===== src/rtl/counter_pkg.sv =====
// Shared definitions for the up/down counter library.
// Implementation-selector constants and the down-counter run-state encoding.
package counter_pkg;

    // Decrement/increment datapath selector, shared with the up-counter.
    typedef int impl_sel_t;

    localparam impl_sel_t IMPL_CARRY = 0;
    localparam impl_sel_t IMPL_MUX   = 1;

    // Down-counter control state: idle (stopped) or armed/running.
    typedef enum logic {
        ST_IDLE = 1'b0,
        ST_RUN  = 1'b1
    } run_state_t;

endpackage


===== src/rtl/counter_down_reload_if.sv =====
// Control/status bundle of the reloadable down-counter.
// master drives ena/ld/ld_val/stp/arl/prd; slave returns cnt/run/zro/tc.
interface counter_down_reload_if #(
    parameter int WIDTH = 16
);

    logic             ena;
    logic             ld;
    logic [WIDTH-1:0] ld_val;
    logic             stp;
    logic             arl;
    logic [WIDTH-1:0] prd;
    logic [WIDTH-1:0] cnt;
    logic             run;
    logic             zro;
    logic             tc;

    modport master (
        output ena, ld, ld_val, stp, arl, prd,
        input  cnt, run, zro, tc
    );

    modport slave (
        input  ena, ld, ld_val, stp, arl, prd,
        output cnt, run, zro, tc
    );

endinterface


===== src/rtl/counter_down_reload_decrementer.sv =====
// Combinational WIDTH-bit o_res = i_cnt - i_dec, structure chosen by IMPLEMENTATION.
// Ports: i_cnt (operand), i_dec (decrement request), o_res (result).
module counter_down_reload_decrementer
    import counter_pkg::*;
#(
    parameter int        WIDTH          = 16,
    parameter impl_sel_t IMPLEMENTATION = IMPL_CARRY
) (
    input  logic [WIDTH-1:0] i_cnt,
    input  logic             i_dec,
    output logic [WIDTH-1:0] o_res
);

    generate
        case (IMPLEMENTATION)
            IMPL_CARRY: begin : g_carry
                // dec folded in as the borrow of a single subtractor
                assign o_res = i_cnt - WIDTH'(i_dec);
            end
            IMPL_MUX: begin : g_mux
                // constant decrementer followed by a select
                logic [WIDTH-1:0] w_minus1;
                assign w_minus1 = i_cnt - WIDTH'(1);
                assign o_res    = i_dec ? w_minus1 : i_cnt;
            end
            default: begin : g_bad
                assign o_res = i_cnt;
                $fatal(1, "counter_down_reload: unsupported IMPLEMENTATION");
            end
        endcase
    endgenerate

endmodule


===== src/rtl/counter_down_reload.sv =====
// Loadable down-counter with terminal-count pulse and optional auto-reload.
// Ports: clk, rst (async, active-high), bus (slave: ena/ld/ld_val/stp/arl/prd in; cnt/run/zro/tc out).
module counter_down_reload
    import counter_pkg::*;
#(
    parameter int        WIDTH          = 16,
    parameter impl_sel_t IMPLEMENTATION = IMPL_CARRY
) (
    input  logic                  clk,
    input  logic                  rst,
    counter_down_reload_if.slave  bus
);

    run_state_t       r_state;
    logic [WIDTH-1:0] r_cnt;
    logic             r_tc;

    logic             w_run;
    logic             w_zero;
    logic             w_dec;
    logic [WIDTH-1:0] w_cnt_dec;

    assign w_run  = (r_state == ST_RUN);
    assign w_zero = (r_cnt == '0);
    assign w_dec  = w_run & bus.ena & ~bus.ld & ~bus.stp;

    // Gated at zero so the datapath itself can never underflow.
    counter_down_reload_decrementer #(
        .WIDTH          (WIDTH),
        .IMPLEMENTATION (IMPLEMENTATION)
    ) u_dec (
        .i_cnt (r_cnt),
        .i_dec (w_dec & ~w_zero),
        .o_res (w_cnt_dec)
    );

    always_ff @(posedge clk or posedge rst) begin
        if (rst) begin
            r_state <= ST_IDLE;
            r_cnt   <= '0;
            r_tc    <= 1'b0;
        end else begin
            r_tc <= 1'b0;
            if (bus.ld) begin
                r_cnt   <= bus.ld_val;
                r_state <= bus.stp ? ST_IDLE : ST_RUN;
            end else if (bus.stp) begin
                r_state <= ST_IDLE;
            end else if (w_dec) begin
                if (w_zero) begin
                    // terminal count: reload or fall idle at zero
                    r_tc <= 1'b1;
                    if (bus.arl) begin
                        r_cnt <= bus.prd;
                    end else begin
                        r_state <= ST_IDLE;
                    end
                end else begin
                    r_cnt <= w_cnt_dec;
                end
            end
        end
    end

    assign bus.cnt = r_cnt;
    assign bus.run = w_run;
    assign bus.tc  = r_tc;
    assign bus.zro = w_zero;

endmodule


===== src/flat_wrapper.sv =====
// flat-port wrapper written by rule: the top's interface ports become plain ports
module counter_down_reload_flat import counter_pkg::*;
#(
    parameter int        WIDTH          = 16,
    parameter impl_sel_t IMPLEMENTATION = IMPL_CARRY
)
  (clk, rst, bus_ena, bus_ld, bus_ld_val, bus_stp, bus_arl, bus_prd, bus_cnt, bus_run, bus_zro, bus_tc);
  counter_down_reload_if #(.WIDTH(WIDTH)) bus_i ();
  input  logic clk;
  input  logic rst;
  input wire logic [$bits(bus_i.ena)-1:0] bus_ena;
  input wire logic [$bits(bus_i.ld)-1:0] bus_ld;
  input wire logic [$bits(bus_i.ld_val)-1:0] bus_ld_val;
  input wire logic [$bits(bus_i.stp)-1:0] bus_stp;
  input wire logic [$bits(bus_i.arl)-1:0] bus_arl;
  input wire logic [$bits(bus_i.prd)-1:0] bus_prd;
  output wire logic [$bits(bus_i.cnt)-1:0] bus_cnt;
  output wire logic [$bits(bus_i.run)-1:0] bus_run;
  output wire logic [$bits(bus_i.zro)-1:0] bus_zro;
  output wire logic [$bits(bus_i.tc)-1:0] bus_tc;
  assign bus_i.ena = bus_ena;
  assign bus_i.ld = bus_ld;
  assign bus_i.ld_val = bus_ld_val;
  assign bus_i.stp = bus_stp;
  assign bus_i.arl = bus_arl;
  assign bus_i.prd = bus_prd;
  assign bus_cnt = bus_i.cnt;
  assign bus_run = bus_i.run;
  assign bus_zro = bus_i.zro;
  assign bus_tc = bus_i.tc;
  counter_down_reload #(.WIDTH(WIDTH), .IMPLEMENTATION(IMPLEMENTATION)) u_core (.clk(clk), .rst(rst), .bus(bus_i));
endmodule

===== config.mk =====
export PLATFORM = sky130hd
export DESIGN_NAME = counter_down_reload_flat
export DESIGN_NICKNAME = d
export VERILOG_FILES = /design/src/rtl/counter_pkg.sv /design/src/rtl/counter_down_reload_if.sv /design/src/rtl/counter_down_reload_decrementer.sv /design/src/rtl/counter_down_reload.sv /design/src/flat_wrapper.sv
export SDC_FILE = /design/constraint.sdc
export NUM_CORES = 1
export LEC_CHECK = 0
export BUFFER_PORTS_ARGS = -buffer_cell sky130_fd_sc_hd__buf_2
export CAP_MARGIN = 10
export CELL_PAD_IN_SITES_DETAIL_PLACEMENT = 0
export CELL_PAD_IN_SITES_GLOBAL_PLACEMENT = 1
export CORE_MARGIN = 2
export CORE_UTILIZATION = 25
export CTS_CLUSTER_DIAMETER = 40
export DETAILED_ROUTE_END_ITERATION = 16
export GPL_TIMING_DRIVEN = 0
export PLACE_DENSITY_LB_ADDON = 0.12
export SKIP_LAST_GASP = 1
export SYNTH_ARGS = -nofsm -noshare
export SYNTH_HDL_FRONTEND = slang
export SYNTH_SLANG_ARGS = --single-unit

===== constraint.sdc =====
create_clock -name clk -period 3.3 [get_ports clk]
set_input_delay 0.165 -clock clk [delete_from_list [all_inputs] [get_ports clk]]
set_output_delay 0.165 -clock clk [all_outputs]
set_load 0.03 [all_outputs]

* Word-level counts from Yosys, hierarchy flattened
Index checks and enable logic that the tools add are counted.
Widths: inputs -> output; s select.
** Cells by class
- $add $sub $neg :: 1
- Reductions and logical operators :: 6
- Bitwise gates (word level) :: 7
- Equal/unequal tests :: 3
- Muxes and demuxes :: 15
** Operators with widths (number)
- $mux 16 :: 5
- $logic_not 16->1 :: 1
- $sub 16x1->16 :: 1
- $mux 1 :: 10
- $ne 3x3->1 const B :: 2
- $reduce_and 3->1 :: 2
- $reduce_bool 3->1 :: 2
- $and 1x1->1 :: 4
- $not 1->1 :: 3
- $ne 2x2->1 const B :: 1
- $reduce_bool 2->1 :: 1
** Storage, ports and cells
- Word-level logic and storage cells :: 35
- Output and inout bits :: 19
- Bits in registers :: 18
- Input port bits :: 38

* Logic depth before layout (Yosys ltp)
- Word-level depth :: 9
- Gate-level depth with buffers :: 14
- Mapped depth without buffers :: 12

* Cells and area by module
Synthesis repeated with hierarchy kept, for this count alone.
** Second synthesis, totals
- Cell total of the unflattened synthesis :: 168
- Area total of the unflattened synthesis :: 1401.3 um2
** By module, submodules not included
- counter_down_reload :: area each 1079.8 um2, cells an instance 124, instances 1, seq. area each 450.4 um2
- counter_down_reload_decrementer :: area each 321.6 um2, cells an instance 44, instances 1, seq. area each 0.0 um2

* Worst setup path after synthesis
No wires, ideal clock.
- Path kind :: flip-flop to flip-flop
- From :: register u_core.r_cnt[3] (netlist: u_core.bus.cnt[3])
- To :: register u_core.r_cnt[14] (netlist: u_core.bus.cnt[14])
- Period minus slack after synthesis :: 3522 ps
- Setup time :: 95 ps
- Path slack :: -222 ps
- Cell stages (with the launch flop) :: 14
- Path buffers :: 2
- Data arrival time :: 3426 ps
- Cells stage by stage :: dfrtp_1 -> clkbuf_1 -> or4_1 -> nor2_1 -> buf_1 -> nand2_2 -> inv_1 -> nor2_1 -> ha_1 -> ha_1 -> nor4b_1 -> and3b_1 -> mux2_2 -> o31ai_1
** On the way
- Longest elaborated chain between the ends :: 8
** RTL lines
- start, declared :: line counter_down_reload.sv:15 : logic [WIDTH-1:0] r_cnt;
- start signal, assigned :: line counter_down_reload.sv:45 : r_cnt <= bus.ld_val;
- start signal, assigned :: line counter_down_reload.sv:54 : r_cnt <= bus.prd;
- start signal, assigned :: line counter_down_reload.sv:59 : r_cnt <= w_cnt_dec;
- $logic_not 16->1 * :: line counter_down_reload.sv:24 : assign w_zero = (r_cnt == '0);
- named net bus_zro :: line flat_wrapper.sv:19 : output wire logic [$bits(bus_i.zro)-1:0] bus_zro;
- $not 1->1 :: line counter_down_reload.sv:33 : .i_dec (w_dec & ~w_zero),
- $and 1x1->1 :: line counter_down_reload.sv:33
- $sub 16x1->16 :: line counter_down_reload_decrementer.sv:18 : assign o_res = i_cnt - WIDTH'(i_dec);
- $mux 16 :: line counter_down_reload.sv:50 : if (w_zero) begin
- $mux 16 :: line counter_down_reload.sv:49 : end else if (w_dec) begin
- $mux 16 :: line counter_down_reload.sv:47 : end else if (bus.stp) begin
- $mux 16 :: line counter_down_reload.sv:44 : if (bus.ld) begin
The timed path passes the listed nets; every way through them passes the cells marked *. The select of a mux whose other input is x is not followed.
A chain may end at the register's enable or synchronous reset.

* Worst setup path in the final report
- From :: register u_core.r_cnt[11] (netlist: u_core.bus.cnt[11])
- To :: register u_core.r_cnt[14] (netlist: u_core.bus.cnt[14])
** On the way
- Longest elaborated chain between the ends :: 8
** RTL lines (line)
- $logic_not 16->1 :: counter_down_reload.sv:24
- $not 1->1 :: counter_down_reload.sv:33
- $and 1x1->1 :: counter_down_reload.sv:33
- $sub 16x1->16 :: counter_down_reload_decrementer.sv:18
- $mux 16 :: counter_down_reload.sv:50
- $mux 16 :: counter_down_reload.sv:49
- $mux 16 :: counter_down_reload.sv:47
- $mux 16 :: counter_down_reload.sv:44
Parallel ways exist; a longest one is shown, timed or not. The select of a mux whose other input is x is not followed.

==> key figures <==
Run status
  – Outcome: finished, final reports clean

Critical path
  – Critical Path Fanout Max: 7
  – Bufs and invs on worst path: 1
  – Kind of end point of the critical path: flop
  – Crit-path most repeated cell: ha_1
  – CP arrival: 3.29 ns
  – Cells along the critical path: or4_4 -> nor4_4 -> nand2_4 -> clkinvlp_4 -> nor2_1 -> ha_1 -> ha_1 -> nor4b_4 -> and3b_1 -> mux2_2 -> o31ai_1
  – Setup Crit Path Kind: reg2reg
  – CP startpoint kind: flop
  – Worst path max stage delay: 0.58 ns
  – CP required: 3.47 ns
  – Critical-path cell with the highest stage delay: or4_4
  – Critical path's top delay family: simple AND/OR/NAND/NOR gates

Clocking
  – CTS buffer count: 3
  – Clock latency on the worst-skew pair: 0.26 ns
  – CTS tree: built
  – CTS HTree Levels: 1
  – Clk slew on worst S/H paths: 0.08 ns
  – Max clock buf depth: 2
  – Clock root cell: clkbuf_8
  – Hold-fix buffers at CTS: 0
  – CTS Sinks: 18

Detailed routing
  – DR pass1 iterations: 4
  – DR vias/cell: 5.17
  – Wire per inst: 17.2 um
  – # DRC: 0
  – 1st-iter DRT viols: 73
  – Drt total wl: 5170 um
  – Via count: 1556
  – Routed Antenna Nets: 0

STA
  – Max frequency: 321 MHz
  – RSZ-0062 raised after global routing: no
  – Min Tclk post-route: 3.12 ns
  – Final worst-path cycle share: 94.5%
  – Slew Limit Headroom: 48.2%
  – Final hold violations: 0
  – Worst slew pin tran: 0.776 ns
  – Setup violators final: 0
  – Worst Hold Slack: 0.0325 ns
  – TNS Setup: 0 ns
  – Final Max Slew Viols: 0
  – Worst Skew: 0.00199 ns

Global route
  – GR Util All Layers: 17.4%
  – Initial antenna violation count: 0
  – Vias in the first global route: 1564
  – First-pass GRT wire length: 8310 um
  – Total congestion overflow: 0
  – Largest net degree at the start of global routing: 19

Synth
  – Mapped Area: 1360 um^2
  – Synth cell types: 46
  – FFs w/ async S/R, synth: 100%
  – Cell count after synthesis: 166
  – Post-synth net total: 206
  – Main synth FF type: dfrtp_1
  – Synth warnings: 0
  – Area share of the largest cell type after synthesis: 33.0%
  – Avg Cell Area, Syn: 8.22 um^2
  – Synthesized flop and latch total: 18
  – Post-synth EDFFs: 0
  – Dominant cell type by area after synthesis: dfrtp_1
  – Sequential element share of the synthesized area: 33.0%
  – Leading cell types by total area after synthesis: dfrtp_1 (33%), o21ai_0 (6.6%), nor2_1 (4.4%), a31oi_1 (4.1%), a21oi_1 (3.7%)

Placement
  – Placed Cells: 290
  – Detailed Place HPWL: 3800 um
  – GPL Wtd Cong: 0.862
  – Port-buffer cells: 54

Floorplanning
  – Core area: 5170 um^2
  – DIE AREA: 6060 um^2
  – Row cnt: 26
  – Die Y: 77.9 um
  – # IOs: 57
  – Initial Util: 26.4%
  – Die Span X: 77.9 um

Cells and area
  – Finished Layout Cells: 301
  – Layout cells sized above 1: 39.4%
  – Area growth from synthesis to layout: 38.3%
  – Fin nets: 272
  – # diodes: 0
  – Fill count: 588

Pwr
  – Leak: 0.829 nW
  – Worst IR Drop VDD: 0.000163 V
  – P per Cell Area: 355 nW/um^2
  – PnR Total Power: 0.670 mW

Worst hold path
  – Worst hold path type: in2async

Flow run
  – Max Cap Viol: 0
timing repair:
| item | CTS | global route |
|---|---|---|
| gates cloned | 0 | 1 |
| pin swaps | 2 | 2 |
| endpoints found under the hold margin | 0 | 0 |
| resized for setup | 5 | 3 |
| endpoints found under the setup margin | 10 | 6 |
| setup buffers | 1 | 6 |
worst reg2reg max path: cells and delay by family, from the launching register on:
family / cells / cell delay, ns
DFF: 1 / 0.46
muxes: 1 / 0.27
AOI/OAI and AO/OA: 1 / 0.21
buffers and inverters: 1 / 0.14
adders and majority gates: 2 / 0.47
and+or+nand+nor: 6 / 1.48
final timing paths:
kind / startpoint / to / slack, ns / cells past startpoint
worst max-delay path: u_core.bus.cnt[11] / u_core.bus.cnt[14] / 0.18 / 11
worst min-delay path: rst / u_core.bus.tc / 0.03 / 2
worst max register to register: u_core.bus.cnt[11] / u_core.bus.cnt[14] / 0.18 / 11
worst min register to register: u_core.bus.run / u_core.bus.run / 0.55 / 2
max in group asynchronous: rst / u_core.bus.cnt[11] / 2.73 / 2
min in group clk: bus_stp / u_core.bus.run / 0.05 / 2
synth_stat cells, drive strengths merged, types with 2 or more instances:
cell     n
nand3    2
o22ai    6
or2      3
mux2i    4
xnor2    3
nand4    2
nand2    9
nor3     4
nand2b   3
clkbuf   5
or4      4
dfrtp   18
a22oi    6
a31oi    9
or3      2
o21ai   18
buf      5
a21oi   10
ha       2
nor2    16
inv      7
o31ai    3
xor2     3
nor4     4
kinds of logic after synthesis:
logic type | Yosys count | share of synthesized area [%]
AO/OA/AOI/OAI | 62 | 29.5
AND/OR/NAND/NOR | 56 | 23.1
flip-flops | 18 | 33.0
buffers and inverters | 17 | 4.95
XOR/XNOR | 6 | 3.85
multiplexers | 5 | 3.76
adder cells (fa/ha/maj) | 2 | 1.83
layout make-up:
type	instances	area, um^2	area share, %
Multi-Input combinational cell	132	887	47.0
Sequential cell	18	458	24.3
Timing Repair Buffer	61	323	17.1
Tap cell	70	87.6	4.64
Clock buffer	4	55.1	2.92
Buffer	9	45.0	2.39
Inverter	7	30.0	1.59
through the flow:
stage / area [um^2] / utilization (%) / worst slack (ns)
after global placement: 1740 / 33.7 / -0.388
final: 1890 / 36.5 / 0.182
after global routing: 1890 / 36.5 / 0.0144
after detailed placement: 1740 / 33.7 / -0.344
after CTS: 1820 / 35.2 / 0.00276
after floorplan: 1390 / - / 0.00828
metal layers:
layer / GRT usage [%] / part of all wire [%] / wire length, um
met4: 3.75 / 0.70 / 36
met3: 2.21 / 5.1 / 265
met2: 27.8 / 47 / 2410
met1: 24.8 / 48 / 2460
met5: 0 / 0 / 0
report_power, final:
group          total [mW]  internal, mW  switching (mW)
sequential          0.283         0.243          0.0398
combinational       0.191        0.0747           0.117
clock               0.195         0.106          0.0891
total               0.670         0.424           0.246
sequential cells by signal (all words and copies together), names as in the netlist:
| register | count |
|---|---|
| u_core.bus.tc | 1 |
| u_core.bus.cnt | 16 |
| u_core.bus.run | 1 |
cell usage in the layout (no fill, tap or decap), types with 6 or more instances in the layout:
cell type and count:
a21oi_1 10, buf_4 7, buf_2 57, inv_1 6, dfrtp_2 6, dfrtp_1 12, o21ai_0 18, o22ai_1 6
a31oi_1 9, a22oi_1 6, nand2_1 8, nor2_1 15
Power figures use the tool's default switching activity.
